<file path="src/rtl/phys_reg_free_list.sv">
// Free list of physical register tags. Tags are handed out in FIFO order and returned on retire.
// Tag 0 is the hardwired-zero register, so it never enters the list. A presence bitmap rejects double frees.
module phys_reg_free_list #(
    parameter int DIR_WIDTH  = 5,
    parameter int INIT_FIRST = 1
) (
    input  logic                 clk,
    input  logic                 rst,
    input  logic                 alloc_req,
    output logic                 alloc_valid,
    output logic [DIR_WIDTH-1:0] alloc_tag,
    input  logic                 free_en,
    input  logic [DIR_WIDTH-1:0] free_tag,
    output logic [DIR_WIDTH-1:0] free_count,
    output logic                 free_err
);

    localparam int NUM_TAGS = 2 ** DIR_WIDTH;
    localparam int DEPTH    = NUM_TAGS - 1;
    localparam int INIT_CNT = NUM_TAGS - INIT_FIRST;

    logic [DIR_WIDTH-1:0] entry [0:DEPTH-1];
    logic [DIR_WIDTH-1:0] head;
    logic [DIR_WIDTH-1:0] tail;
    logic [DIR_WIDTH-1:0] count;
    logic [NUM_TAGS-1:0]  in_list;

    logic fire;
    logic free_ok;

    // Presence is checked against the pre-edge bitmap. A tag that is being
    // allocated in this same cycle is therefore still present, and a free of it is rejected.
    always_comb begin
        fire    = alloc_req && (count != '0);
        free_ok = free_en && (free_tag != '0) && !in_list[free_tag];
    end

    always_ff @(posedge clk) begin
        if (rst) begin
            for (int i = 0; i < DEPTH; i++) begin
                entry[i] <= (i <= DEPTH - INIT_FIRST) ? DIR_WIDTH'(INIT_FIRST + i) : '0;
            end
            for (int t = 0; t < NUM_TAGS; t++) begin
                in_list[t] <= (t >= INIT_FIRST);
            end
            head     <= '0;
            tail     <= DIR_WIDTH'(INIT_CNT % DEPTH);
            count    <= DIR_WIDTH'(INIT_CNT);
            free_err <= 1'b0;
        end else begin
            if (fire) begin
                head               <= (head == DIR_WIDTH'(DEPTH - 1)) ? '0 : head + 1'b1;
                in_list[alloc_tag] <= 1'b0;
            end
            if (free_ok) begin
                entry[tail]       <= free_tag;
                tail              <= (tail == DIR_WIDTH'(DEPTH - 1)) ? '0 : tail + 1'b1;
                in_list[free_tag] <= 1'b1;
            end
            // The bitmap stops any free when the list is full, so count cannot overflow.
            if (free_ok && !fire) begin
                count <= count + 1'b1;
            end else if (fire && !free_ok) begin
                count <= count - 1'b1;
            end
            free_err <= free_en && !free_ok;
        end
    end

    assign alloc_valid = (count != '0);
    assign alloc_tag   = entry[head];
    assign free_count  = count;

endmodule
</file>
<file path="config.mk">
export PLATFORM = sky130hd
export DESIGN_NAME = phys_reg_free_list
export DESIGN_NICKNAME = d
export VERILOG_FILES = /design/src/rtl/phys_reg_free_list.sv
export SDC_FILE = /design/constraint.sdc
export NUM_CORES = 1
export LEC_CHECK = 0
export CORE_ASPECT_RATIO = 0.8
export CORE_UTILIZATION = 62
export DETAILED_ROUTE_END_ITERATION = 7
export PLACE_DENSITY = 0.85
export SLEW_MARGIN = 20
export SYNTH_ARGS = -nofsm -noshare
export SYNTH_HDL_FRONTEND = slang
export SYNTH_SLANG_ARGS = --single-unit
</file>
<file path="constraint.sdc">
create_clock -name clk -period 9.5 [get_ports clk]
set_input_delay 1.9 -clock clk [delete_from_list [all_inputs] [get_ports clk]]
set_output_delay 1.9 -clock clk [all_outputs]
set_load 0.02 [all_outputs]
</file>
==> metrics.txt <==
# TYPE chip_impl_metric gauge
chip_impl_metric{name="die_h",unit="um"} 117
chip_impl_metric{name="antenna_violating_nets_post_route",unit=""} 0
chip_impl_metric{name="synth_nets",unit=""} 858
chip_impl_metric{name="placed_area",unit="um^2"} 10400
chip_impl_metric{name="coreArea",unit="um^2"} 15900
chip_impl_info{name="timing_worst_setup_path_type",value="input pin to flip-flop"} 1
chip_impl_metric{name="fmax",unit="MHz"} 162
chip_impl_metric{name="timing.critical_path.arrival",unit="ns"} 6.29
chip_impl_metric{name="final_cell_area",unit="um^2"} 11100
chip_impl_metric{name="insertion_delay",unit="ns"} 0.52
chip_impl_info{name="run_status",value="complete, no violations"} 1
chip_impl_metric{name="hpwl",unit="um"} 18300
chip_impl_metric{name="syn_to_final_growth",unit="%"} 8.68
chip_impl_metric{name="drc",unit=""} 0
chip_impl_metric{name="power_share_of_the_clock_group",unit="%"} 39.6
chip_impl_metric{name="num_vias",unit=""} 7123
chip_impl_metric{name="timing.max_slew.rel_slack",unit="%"} 24.7
chip_impl_metric{name="yosysTopAreaCellShare",unit="%"} 47.2
chip_impl_metric{name="worst_ep_required_time",unit="ns"} 9.64
chip_impl_metric{name="final-max-slew-violation-count",unit=""} 0
chip_impl_metric{name="floorplan.die_area",unit="um^2"} 16900
chip_impl_metric{name="ff_latch_area",unit="um^2"} 5850
chip_impl_metric{name="min_period_over_period",unit="%"} 64.8
chip_impl_metric{name="globalRouteMet3Util",unit="%"} 9.06
chip_impl_metric{name="routabilityCongestion",unit=""} 0.935
chip_impl_metric{name="detail_route.iter0.violations",unit=""} 1045
chip_impl_metric{name="vias_in_the_first_global_route",unit=""} 6932
chip_impl_metric{name="switching_share",unit="%"} 25.0
chip_impl_info{name="synth_top_cell_by_area",value="sky130_fd_sc_hd__edfxtp_1"} 1
chip_impl_metric{name="synth-seq-area-share",unit="%"} 57.4
chip_impl_metric{name="dieWidth",unit="um"} 145
chip_impl_metric{name="hold_viol_final",unit=""} 0
chip_impl_info{name="predominant_post_synthesis_flop_cell",value="sky130_fd_sc_hd__edfxtp_1"} 1
chip_impl_metric{name="postCtsHoldBufs",unit=""} 0
chip_impl_metric{name="fin_total_pwr",unit="mW"} 2.10
chip_impl_metric{name="cts-resized-gates",unit=""} 0
chip_impl_metric{name="grt_util_all_layers",unit="%"} 32.9
chip_impl_metric{name="cellLeakagePower",unit="nW"} 3.47
chip_impl_metric{name="summed_negative_setup_slack_over_all_endpoints",unit="ns"} 0
chip_impl_metric{name="power.density_cell_area",unit="nW/um^2"} 190
chip_impl_metric{name="ratio_of_cells_with_drive_above_1_in_the_final_layout",unit="%"} 11.3
chip_impl_metric{name="async_reset_ff_share",unit="%"} 0
chip_impl_metric{name="net-switching-power",unit="mW"} 0.525
chip_impl_metric{name="ys_warn_count",unit=""} 0
chip_impl_info{name="cts_root_buf",value="sky130_fd_sc_hd__clkbuf_16"} 1
chip_impl_metric{name="path_max_fanout",unit=""} 20
chip_impl_info{name="layout.cells.most_common",value="sky130_fd_sc_hd__edfxtp_1"} 1
chip_impl_metric{name="boundaryPins",unit=""} 21
chip_impl_info{name="worst_reg2reg_path_startpoint",value="in_list[27]$_SDFF_PP1_"} 1
chip_impl_metric{name="synth.ff_latch_count",unit=""} 212
chip_impl_info{name="cts_tree",value="done"} 1
chip_impl_metric{name="antenna-diode-count",unit=""} 0
chip_impl_metric{name="fin_ws",unit="ns"} 3.34
chip_impl_metric{name="firstDrtPassIters",unit=""} 5
chip_impl_metric{name="nets",unit=""} 849
chip_impl_metric{name="post_cts_buffers",unit=""} 0
chip_impl_metric{name="worst_pin_slew",unit="ns"} 1.13
chip_impl_metric{name="final.fill_count",unit=""} 1103
chip_impl_info{name="global_route.peak_usage_layer",value="met2"} 1
chip_impl_metric{name="period_minus_slack",unit="ns"} 6.16
chip_impl_metric{name="grt_start_max_net_pins",unit=""} 45
chip_impl_info{name="hold_start",value="in_list[30]$_SDFF_PP1_"} 1
chip_impl_metric{name="clk_pin_slew",unit="ns"} 0.07
chip_impl_info{name="critical_path.startpoint",value="free_tag[1]"} 1
chip_impl_metric{name="cts-htree-levels",unit=""} 1
chip_impl_metric{name="io_buffers",unit=""} 20
chip_impl_metric{name="clockBufferDepth",unit=""} 3
chip_impl_metric{name="grtUsageMet1",unit="%"} 46.4
chip_impl_metric{name="number_of_antenna_violations_at_the_first_check_in_global_routing",unit=""} 1
chip_impl_metric{name="routed_wl",unit="um"} 26800
chip_impl_metric{name="vdd_drop_max",unit="V"} 0.000148
chip_impl_metric{name="worst_case_setup_slack_after_placement",unit="ns"} 2.95
chip_impl_metric{name="setup_viol",unit=""} 0
chip_impl_metric{name="unique_cell_type_count_in_the_yosys_netlist",unit=""} 57
chip_impl_info{name="setup_repair_after_global_routing_missed_its_margin",value="no"} 1
chip_impl_metric{name="numClockSinks",unit=""} 212
chip_impl_info{name="synth.area.top_cells",value="sky130_fd_sc_hd__edfxtp_1 47%, sky130_fd_sc_hd__dfxtp_1 10%, sky130_fd_sc_hd__mux4_2 6.0%"} 1
chip_impl_metric{name="sequentialPowerShare",unit="%"} 49.0
chip_impl_metric{name="vias_per_cell",unit=""} 6.73
chip_impl_metric{name="share_comb_of_total_power",unit="%"} 11.4
chip_impl_metric{name="wire_per_inst",unit="um"} 25.3
chip_impl_metric{name="regToRegSetupSlack",unit="ns"} 5.66
chip_impl_info{name="holdCritPathClass",value="flip-flop to flip-flop"} 1
chip_impl_metric{name="syn_area_per_cell",unit="um^2"} 12.1
chip_impl_metric{name="synth-edff-count",unit=""} 160
chip_impl_metric{name="cellInternalPower",unit="mW"} 1.58
chip_impl_metric{name="wire_length_of_the_first_global_routing_pass",unit="um"} 40900
chip_impl_metric{name="cts_buffers",unit=""} 21
chip_impl_metric{name="grt-ovfl-total",unit=""} 0
chip_impl_metric{name="final.setup_skew",unit="ns"} 0.0210
chip_impl_metric{name="grt_use_met2",unit="%"} 50.2
chip_impl_metric{name="initial_core_util",unit="%"} 64.0
chip_impl_metric{name="area_taken_by_multi_input_logic_gates",unit="um^2"} 3940
chip_impl_info{name="timing.critical_path.to_type",value="flip-flop"} 1
chip_impl_metric{name="netlist_instances",unit=""} 838
chip_impl_metric{name="synthesis.area",unit="um^2"} 10200
chip_impl_metric{name="row_count",unit=""} 41
chip_impl_info{name="worstSetupStartpointType",value="input pin"} 1
chip_impl_info{name="layout.cells.most_common_list",value="160 x sky130_fd_sc_hd__edfxtp_1, 138 x sky130_fd_sc_hd__nand2_1, 106 x sky130_fd_sc_hd__nor2_1"} 1
chip_impl_metric{name="drv.max_cap_violation_count",unit=""} 0
## Yosys cell counts, drive strengths merged, types with 18 or more instances
master / instances
edfxtp: 160
nand2: 138
nor2: 106
dfxtp: 52
mux4: 42
buf: 36
o21ai: 29
clkbuf: 24
nand3: 24
mux2i: 23
a21o: 22
o211ai: 18
## logic make-up after synthesis
kind of cell             Yosys count  share of synthesized area [%]
AO/OA/AOI/OAI                    119                           8.23
flip-flops                       212                           57.4
AND/OR/NAND/NOR                  345                           15.9
adder cells (fa/ha/maj)           11                           1.43
multiplexers                      67                           12.3
XOR/XNOR                           9                          0.775
buffers and inverters             75                           3.90
## state kept, by name, indices dropped and copies added, names as in the netlist, named ones only
register,flops
free_count,5
in_list,31
tail,5
head,5
free_err,1
entry,160
## routing by layer
layer  vias up  part of all wire [%]
met3        72                    15
met1      3414                    38
met4         0                   3.0
met2       605                    44
met5         -                     0
li1       3032                     -
## layout make-up
| class | instances | area share, % |
|---|---|---|
| clock buffer | 32 | 5.91 |
| inverter | 15 | 0.520 |
| sequential | 212 | 52.9 |
| clock inverter | 6 | 0.283 |
| tap | 215 | 2.43 |
| multi-input combinational | 551 | 35.6 |
| timing repair buffer | 28 | 2.35 |
## critical path, cell delays in order
cell and delay, ns:
sky130_fd_sc_hd__clkdlybuf4s50_1 1.09, sky130_fd_sc_hd__mux4_2 0.59, sky130_fd_sc_hd__nand2b_1 0.17, sky130_fd_sc_hd__a32oi_1 0.21
sky130_fd_sc_hd__o211ai_1 0.14, sky130_fd_sc_hd__or2_1 0.46, sky130_fd_sc_hd__inv_2 0.39, sky130_fd_sc_hd__nand3b_1 0.57
sky130_fd_sc_hd__o21ai_0 0.76
## through the flow
| stage | cells | hold slack (ns) | util (%) |
|---|---|---|---|
| global placement | 1021 | 0.488 | 65.2 |
| floorplan | 838 | 0.473 | - |
| global route | 1059 | 0.555 | 69.5 |
| finish | 1059 | 0.514 | 69.5 |
| CTS | 1059 | 0.508 | 69.5 |
| detailed placement | 1021 | 0.501 | 65.2 |
## power by group through the flow
stage,Combinational [mW],Clock (mW),Sequential [mW]
after global routing,0.253,0.868,1.03
final,0.240,0.831,1.03
after detailed placement,0.232,0,1.05
after CTS,0.234,0.832,1.03
after global placement,0.224,0,1.05
after floorplan,0.164,0,1.05
## worst paths after layout
kind | cells after the start | endpoint
worst max register to register | 8 | entry[3][3]$_SDFFCE_PN0P_
worst max-delay path | 9 | entry[3][3]$_SDFFCE_PN0P_
worst min register to register | 2 | in_list[30]$_SDFF_PP1_
worst min-delay path | 2 | in_list[30]$_SDFF_PP1_
(Power assumes the default switching activity.)
